File: config.mk
export PLATFORM = sky130hd
export DESIGN_NAME = mem_arbiter
export DESIGN_NICKNAME = d
export VERILOG_FILES = /design/src/rtl/mem_arbiter_pkg.sv /design/src/rtl/mem_tag_owner_table.sv /design/src/rtl/mem_arbiter.sv
export SDC_FILE = /design/constraint.sdc
export NUM_CORES = 1
export LEC_CHECK = 0
export CORE_AREA = 2 2 176 178
export DETAILED_ROUTE_END_ITERATION = 8
export DIE_AREA = 0 0 178 180
export GPL_TIMING_DRIVEN = 0
export PLACE_DENSITY = 0.44
export SLEW_MARGIN = 5
export SYNTH_ARGS = -nofsm -noshare
export SYNTH_HDL_FRONTEND = slang
export SYNTH_SLANG_ARGS = --single-unit
File: constraint.sdc
create_clock -name clock -period 2.2 [get_ports clock]
set_input_delay 0.33 -clock clock [delete_from_list [all_inputs] [get_ports clock]]
set_output_delay 0.33 -clock clock [all_outputs]
set_load 0.03 [all_outputs]
File: src/rtl/mem_arbiter_pkg.sv
// -----------------------------------------------------------------------------
// mem_arbiter_pkg
// Shared types and constants for the ICache/DCache memory arbiter.
//   BUS_COMMAND : bus command encoding used by caches and memory.
//   OWNER       : owner of an outstanding memory tag.
//   STARVE_LIMIT_DEFAULT : ICache rejections tolerated before ICache is forced.
// -----------------------------------------------------------------------------
package mem_arbiter_pkg;

    localparam int XLEN                 = 32;
    localparam int NUM_TAGS             = 15;
    localparam int STARVE_LIMIT_DEFAULT = 4;

    typedef enum logic [1:0] {
        BUS_NONE  = 2'd0,
        BUS_LOAD  = 2'd1,
        BUS_STORE = 2'd2
    } BUS_COMMAND;

    typedef enum logic [1:0] {
        FREE   = 2'd0,
        ICACHE = 2'd1,
        DCACHE = 2'd2
    } OWNER;

endpackage

File: src/rtl/mem_tag_owner_table.sv
// -----------------------------------------------------------------------------
// mem_tag_owner_table
// Remembers which cache owns each outstanding memory tag (1..15).
// Ports:
//   clock, reset          : system clock, synchronous active-high reset
//   i_rec_en/tag/owner    : record owner of a newly accepted tag
//   i_clr_en/i_clr_tag    : free a tag whose completion was delivered
//   i_lookup_tag          : tag to look up (0 reads as FREE)
//   o_lookup_owner        : current owner of i_lookup_tag
// -----------------------------------------------------------------------------
module mem_tag_owner_table
    import mem_arbiter_pkg::*;
(
    input  logic       clock,
    input  logic       reset,
    input  logic       i_rec_en,
    input  logic [3:0] i_rec_tag,
    input  OWNER       i_rec_owner,
    input  logic       i_clr_en,
    input  logic [3:0] i_clr_tag,
    input  logic [3:0] i_lookup_tag,
    output OWNER       o_lookup_owner
);

    OWNER r_entry [1:NUM_TAGS];

    // Record is applied after clear so a tag completing and being reissued in
    // the same cycle ends up owned by the new requester.
    always_ff @(posedge clock) begin
        if (reset) begin
            r_entry <= '{default: FREE};
        end else begin
            if (i_clr_en && (i_clr_tag != 4'd0))
                r_entry[i_clr_tag] <= FREE;
            if (i_rec_en && (i_rec_tag != 4'd0))
                r_entry[i_rec_tag] <= i_rec_owner;
        end
    end

    always_comb begin
        o_lookup_owner = FREE;
        if (i_lookup_tag != 4'd0)
            o_lookup_owner = r_entry[i_lookup_tag];
    end

endmodule

File: src/rtl/mem_arbiter.sv
// -----------------------------------------------------------------------------
// mem_arbiter
// Shares one memory port between the ICache and DCache controllers.
// DCache has priority unless ICache has been rejected STARVE_LIMIT cycles in
// a row. Completion tags are routed back to whichever cache was accepted with
// that tag; a completion with no known owner sets the sticky tag_error.
// Ports:
//   clock, reset                         : clock, synchronous active-high reset
//   Icache_command/addr                  : ICache request
//   Dcache_command/addr/data             : DCache request
//   mem2arb_response                     : memory accept tag (0 = not accepted)
//   mem2arb_tag/data                     : memory completion (tag 0 = none)
//   arb2mem_command/addr/data            : granted request to memory
//   arb2I_response/tag/data              : ICache view of memory
//   arb2D_response/tag/data              : DCache view of memory
//   reject_I_req, reject_D_req           : requester lost arbitration
//   tag_error                            : sticky unowned-completion flag
// All outputs are combinational from inputs and registered state.
// -----------------------------------------------------------------------------
module mem_arbiter
    import mem_arbiter_pkg::*;
#(
    parameter int STARVE_LIMIT = STARVE_LIMIT_DEFAULT
) (
    input  logic             clock,
    input  logic             reset,
    input  BUS_COMMAND       Icache_command,
    input  logic [XLEN-1:0]  Icache_addr,
    input  BUS_COMMAND       Dcache_command,
    input  logic [XLEN-1:0]  Dcache_addr,
    input  logic [63:0]      Dcache_data,
    input  logic [3:0]       mem2arb_response,
    input  logic [3:0]       mem2arb_tag,
    input  logic [63:0]      mem2arb_data,
    output BUS_COMMAND       arb2mem_command,
    output logic [XLEN-1:0]  arb2mem_addr,
    output logic [63:0]      arb2mem_data,
    output logic [3:0]       arb2I_response,
    output logic [3:0]       arb2I_tag,
    output logic [63:0]      arb2I_data,
    output logic [3:0]       arb2D_response,
    output logic [3:0]       arb2D_tag,
    output logic [63:0]      arb2D_data,
    output logic             reject_I_req,
    output logic             reject_D_req,
    output logic             tag_error
);

    localparam int CNT_W = ($clog2(STARVE_LIMIT + 1) > 3) ? $clog2(STARVE_LIMIT + 1) : 3;

    logic [CNT_W-1:0] r_starve_cnt;
    logic             r_tag_error;

    logic w_i_req;
    logic w_d_req;
    logic w_starved;
    logic w_grant_i;
    logic w_grant_d;
    logic w_rec_en;
    logic w_clr_en;
    OWNER w_rec_owner;
    OWNER w_cpl_owner;

    // Requests are masked during reset so every output idles in that cycle.
    assign w_i_req   = !reset && (Icache_command != BUS_NONE);
    assign w_d_req   = !reset && (Dcache_command != BUS_NONE);
    assign w_starved = (r_starve_cnt == CNT_W'(STARVE_LIMIT));
    assign w_grant_i = w_i_req && (!w_d_req || w_starved);
    assign w_grant_d = w_d_req && !w_grant_i;

    // Only loads expect a completion, so stores never take a table entry.
    assign w_rec_en    = (mem2arb_response != 4'd0) &&
                         ((w_grant_i && (Icache_command == BUS_LOAD)) ||
                          (w_grant_d && (Dcache_command == BUS_LOAD)));
    assign w_rec_owner = w_grant_i ? ICACHE : DCACHE;
    assign w_clr_en    = !reset && (mem2arb_tag != 4'd0);

    mem_tag_owner_table u_owner_table (
        .clock          (clock),
        .reset          (reset),
        .i_rec_en       (w_rec_en),
        .i_rec_tag      (mem2arb_response),
        .i_rec_owner    (w_rec_owner),
        .i_clr_en       (w_clr_en),
        .i_clr_tag      (mem2arb_tag),
        .i_lookup_tag   (mem2arb_tag),
        .o_lookup_owner (w_cpl_owner)
    );

    // Starvation counter: counts consecutive ICache rejections, saturating.
    always_ff @(posedge clock) begin
        if (reset) begin
            r_starve_cnt <= '0;
        end else if (w_i_req && !w_grant_i) begin
            if (!w_starved)
                r_starve_cnt <= r_starve_cnt + CNT_W'(1);
        end else begin
            r_starve_cnt <= '0;
        end
    end

    always_ff @(posedge clock) begin
        if (reset)
            r_tag_error <= 1'b0;
        else if (w_clr_en && (w_cpl_owner == FREE))
            r_tag_error <= 1'b1;
    end

    // Masked by reset so the flag reads 0 in the reset cycle itself.
    assign tag_error = r_tag_error && !reset;

    always_comb begin
        arb2mem_command = BUS_NONE;
        arb2mem_addr    = '0;
        arb2mem_data    = '0;
        arb2I_response  = 4'd0;
        arb2D_response  = 4'd0;
        if (w_grant_i) begin
            arb2mem_command = Icache_command;
            arb2mem_addr    = Icache_addr;
            arb2I_response  = mem2arb_response;
        end else if (w_grant_d) begin
            arb2mem_command = Dcache_command;
            arb2mem_addr    = Dcache_addr;
            arb2mem_data    = Dcache_data;
            arb2D_response  = mem2arb_response;
        end
    end

    always_comb begin
        arb2I_tag  = 4'd0;
        arb2I_data = '0;
        arb2D_tag  = 4'd0;
        arb2D_data = '0;
        if (w_clr_en) begin
            if (w_cpl_owner == ICACHE) begin
                arb2I_tag  = mem2arb_tag;
                arb2I_data = mem2arb_data;
            end else if (w_cpl_owner == DCACHE) begin
                arb2D_tag  = mem2arb_tag;
                arb2D_data = mem2arb_data;
            end
        end
    end

    assign reject_I_req = w_i_req && !w_grant_i;
    assign reject_D_req = w_d_req && !w_grant_d;

endmodule
---- After elaboration in Yosys (flattened, before gate mapping) ----
Index checks and enable logic that the tools add are counted.
W data, S select, Z words.
cells by class
  $add $sub $neg .......................... 1
  $lt $le $gt $ge ......................... 4
  equal/unequal tests ..................... 5
  mux-type cells .......................... 32
  bitwise logic cells ..................... 5
  reduce and logical (&&, ||, !) cells .... 28
operators by type and width
  cell                   number
  $mux W64               7
  $mux W30               3
  $mux W32               2
  $mux W4                8
  $and A30 B30 Y30       1
  $bwmux W30             1
  $not A30 Y30           1
  $demux W2 S4           2
  $logic_and A1 B1 Y1    16
  $mux W2                8
  $ge A5 B5 Y1 const B   2
  $lt A5 B1 Y1 const B   2
  $not A4 Y5             2
  $bmux W2 S4            1
  $reduce_bool A4 Y1     2
  $eq A2 B1 Y1 const B   3
  $logic_not A1 Y1       4
  $reduce_bool A2 Y1     2
  $add A3 B1 Y3 const B  1
  $eq A3 B3 Y1 const B   1
  $eq A2 B2 Y1 const B   1
  $logic_not A2 Y1       1
  $logic_or A1 B1 Y1     2
  $reduce_or A2 Y1       1
  $not A1 Y1             1
word-level totals
  bits in registers ....................... 34
  output and inout port bits .............. 245
  logic and storage cells ................. 92

---- Logic depth before layout (Yosys ltp) ----
  depth after elaboration ................. 12
  gate-level depth with buffers ........... 10
  depth with buffers taken out ............ 7

---- Cells and area by module ----
Synthesis repeated with hierarchy kept, for this count alone.
unflattened totals
  cells, all modules ...................... 532
  area, all modules ....................... 3822.4 um^2
by module, submodules not included
  module               instances  cells each  area each (um^2)
  mem_arbiter          1          312         2154.6
  mem_tag_owner_table  1          220         1667.8

---- Worst setup path after synthesis ----
Ideal clock, no wire load.
  kind .................................... input -> output
  start ................................... input mem2arb_tag[0]
  end ..................................... output arb2I_tag[2]
  arrival ................................. 2.172 ns
  required time ........................... 1.870 ns
  slack ................................... -0.302 ns
  cell stages on the path ................. 4
  cell sequence ........................... buf_6 > mux4_2 > a22oi_2 > nor4b_1
between the ends
  longest elaborated chain between the ends .. 8
  elaborated cells between the ends (all ways) .. 10
RTL lines
  item                                         RTL line                   text
  start, declared                              mem_arbiter.sv:33          input logic [3:0] mem2arb_tag,
  $not A4 Y5 (not written as such)             mem_tag_owner_table.sv:43  o_lookup_owner = r_entry[i_lookup_tag];
  $bmux W2 S4                                  mem_tag_owner_table.sv:43
  $mux W2 (not written as such) (2 in series)  mem_tag_owner_table.sv:43
  $mux W2                                      mem_tag_owner_table.sv:42  if (i_lookup_tag != 4'd0)
  $eq A2 B1 Y1                                 mem_arbiter.sv:136         if (w_cpl_owner == ICACHE) begin
  $mux W4                                      mem_arbiter.sv:136
  $mux W4 (*)                                  mem_arbiter.sv:135         if (w_clr_en) begin
  end, declared                                mem_arbiter.sv:39          output logic [3:0] arb2I_tag,
Every way passes the cells marked *; elsewhere a longest branch is shown, timed or not. The select of a mux whose other input is x is not followed.

---- Worst setup path after layout ----
  start ................................... register u_owner_table.r_entry[1] in the netlist's numbering
  end ..................................... output arb2I_data[58]
between the ends
  longest elaborated chain between the ends .. 7
RTL lines
  item                                         RTL line                   text
  start, declared                              mem_tag_owner_table.sv:25  OWNER r_entry [1:NUM_TAGS];
  start signal, assigned by index              mem_tag_owner_table.sv:36  r_entry[i_rec_tag] <= i_rec_owner;
  $bmux W2 S4                                  mem_tag_owner_table.sv:43
  $mux W2 (not written as such) (2 in series)  mem_tag_owner_table.sv:43
  $mux W2                                      mem_tag_owner_table.sv:42
  $eq A2 B1 Y1                                 mem_arbiter.sv:136
  $mux W64                                     mem_arbiter.sv:136
  $mux W64                                     mem_arbiter.sv:135
  end, declared                                mem_arbiter.sv:40          output logic [63:0] arb2I_data,
No other way between the ends. The select of a mux whose other input is x is not followed.

==> metrics.txt <==
status=finished, violations left; violated checks=negative setup slack; P per Cell Area=between 200 and 300 mW/mm2; post-place setup slack=-1.84 ns; switching share of power=a little under two fifths; final WL=30700 um; vias=around 6400; CP max stage delay=a little under 0.5 ns; clock-pin slew on the worst setup and hold paths=approximately 0.050 ns; final setup margin=-0.549 ns; initial antenna violation count=7; worst r2r dst=u_owner_table.r_entry[25]; ys async rst share=0%; Syn Area/Cell=between 6 and 7 um2; Final Slew Violations=0; crit path max fanout=8; Starting DRT DRC Count=between 100 and 150; Sw Pwr=1280 uW; unrepaired setup endpoints after global routing=true; Hold Path Depth=2; Max Cap Viol=0; clock power share=20.3%; R2R Setup Slk=about 0.12 ns; Internal Power=around 2200 uW; Final Power=between 3000 and 4000 uW; Longest Clk Path Bufs=2; final cell count without fillers=1489; row cnt=64; worst skew pair latency=about 0.27 ns; wire length per cell=between 20 and 25 um; vias in the first global route=roughly 6600; Period Utilization, post-route=125%; hold_sp=u_owner_table.r_entry[24]; crit end category=output pin; first-pass GRT wire length=43000 um; Setup violations, final=around 230; Via density=roughly 4.3; FF-to-FF Start=r_starve_cnt[1]; Worst EP required=approximately 1.9 ns; final setup TNS=-73.05 ns; Final Hold Fails=0; mapped cell area=just under 0.004 mm2; worst slew pin tran=between 0.5 and 0.6 ns; Slew HR=about three fifths; Tmin final=~2.7 ns; RePlAce Congestion=between 0.8 and 0.9; VDD IR max=approximately 220 uV; Die Y=approximately 180 um; TritonCTS clock tree=built; syn nets=~800; Finished Core Util=between 40 and 50%; worst-path cell chain=mux4_2 -> a22oi_2 -> o31a_2 -> and3_4 -> buf_12 -> buf_6 -> and3_2 -> buf_6; GRT Total Usage=17.7%; DIE AREA=roughly 0.032 mm2; Worst path slowest cell=mux4_2; post-DP HPWL=roughly 24000 um; Syn. warnings=0; Worst EP arrival=2.42 ns; Top Ports=approximately 450; Final #Nets=between 1000 and 1500; LEAKAGE=0.00536 uW; Clock Sink Count=34; Hold Path Class=flip-flop to flip-flop; remaining global-route overflow=0; Post-Place Cells=1415; detailed-router iteration count before antenna repair=4; Initial Util=12.9%; most frequent CP cell=buf_6; Seq/Total Area, Yosys=between 10% and 20%; port bufs=roughly 450; Post-CTS Hold Buffers=0; sequential share of power=18.2%; Main synth FF type=dfxtp_1; Final Skew=between 0.005 and 0.006 ns; Routed Antenna Nets=0; largest net degree at the start of global routing=12; worst-case reg-to-reg path depth=7; Distinct cells, synth=40; combinational power share=about three fifths; Hold Path End=u_owner_table.r_entry[24]; crit path kind=flip-flop to output pin; Core ar.=between 0.03 and 0.04 mm2; root buf cell=clkbuf_16; Post-Synthesis Cells=572; share of cells above drive strength 1=about two thirds; H-tree level count=2; Residual DRC=0; area delta synth->final=211%; crit path launch type=flip-flop; die width=178 um; Seq cells post-synth=34; achievable clock frequency=around 360 MHz; EDFF count, synth=0; cts bufs inserted=5
## cells in the final DEF, fill, tap and decap left out, types with 7 or more instances in the layout
cell,Yosys,routed
and3_4,1,172
nand2_1,103,46
clkdlybuf4s50_1,0,196
clkbuf_16,0,19
nand3_4,0,9
dfxtp_1,34,29
nand3_2,0,20
clkbuf_2,6,16
buf_8,0,39
clkbuf_8,0,13
nand2_4,0,11
nor4_1,11,8
buf_6,9,251
nor2_1,12,9
buf_4,0,25
buf_12,0,7
and3_2,0,20
nand2_2,0,46
a21oi_1,13,12
mux2i_1,34,33
## stage by stage
step	hold slack, ns	instance area, um2
after floorplan	0.417	4320
after global placement	0.426	9290
after detailed placement	0.446	9290
after CTS	0.459	11500
after global routing	0.472	12100
final	0.457	12100
## logic make-up after synthesis
kind of cell,count (synthesis),share of synthesized area [%]
AOI/OAI and AO/OA,31,5.32
xor gates and xnor gates,1,0.225
adders and majority gates,2,0.641
buffers and inverters,73,9.01
DFF,34,17.4
muxes,41,12.5
and+or+nand+nor,390,54.9
## flip-flops by register name, indices dropped and copies added (netlist names)
signal and count:
u_owner_table.r_entry 30, r_tag_error 1, r_starve_cnt 3
## layer usage
metal,share of wire (%),vias to the layer above,global-route usage (%)
met5,0,-,0
met4,1.5,0,3.97
met3,8.1,26,4.51
met2,56,312,36.2
met1,34,3026,17.2
li1,-,3075,-
## worst max-delay path, delay by kind of cell (launching register included)
| family | cells | cell delay [ns] |
|---|---|---|
| AND/OR/NAND/NOR | 2 | 0.43 |
| multiplexers | 1 | 0.49 |
| buffers and inverters | 3 | 0.41 |
| flip-flops | 1 | 0.31 |
| AO/OA/AOI/OAI | 2 | 0.49 |
## synthesized netlist by cell type (all sizes together), types with 7 or more instances
| master | instances | area, um2 |
|---|---|---|
| a21oi | 14 | 73.8 |
| dfxtp | 34 | 681 |
| nor4 | 11 | 68.8 |
| and2 | 7 | 43.8 |
| and3 | 197 | 1240 |
| clkbuf | 58 | 225 |
| nand2 | 103 | 387 |
| buf | 11 | 111 |
| nor2b | 7 | 43.8 |
| nand3 | 32 | 160 |
| mux2i | 34 | 340 |
| nor2 | 12 | 45.0 |
## power groups by stage
stage	clock network, uW	registers (uW)	logic [uW]
floorplan	0	641	773
global placement	0	642	1670
detailed placement	0	642	1670
CTS	731	629	2040
global route	763	630	2240
finish	705	629	2130
## area by class of cell
type                            count  area (um2)
Multi-Input combinational cell    465        4310
Buffer                             64         805
Clock buffer                        6         139
Antenna cell                        4        10.0
Clock inverter                      2        12.5
Timing Repair Buffer              514        5640
Inverter                            4        15.0
Sequential cell                    34         687
Tap cell                          396         495
Fill cell                        3103       18100
## worst max-delay path by stage
stage | from | to | slack (ns) | cells after the start
finish | u_owner_table.r_entry[1] | arb2I_data[58] | -0.55 | 8
detailed placement | mem2arb_tag[3] | arb2I_data[19] | -1.84 | 8
global route | u_owner_table.r_entry[1] | arb2I_data[55] | -0.61 | 8
global placement | mem2arb_tag[3] | arb2I_data[19] | -1.85 | 8
CTS | u_owner_table.r_entry[1] | arb2I_data[48] | -0.55 | 8
floorplan | mem2arb_tag[0] | arb2D_data[37] | -0.12 | 8
## repair_timing
item,CTS,global route
pin swaps,107,68
endpoints found under the setup margin,272,259
gates cloned,19,2
buffers inserted,38,15
resized for setup,1994,187
Power figures use the tool's default switching activity.
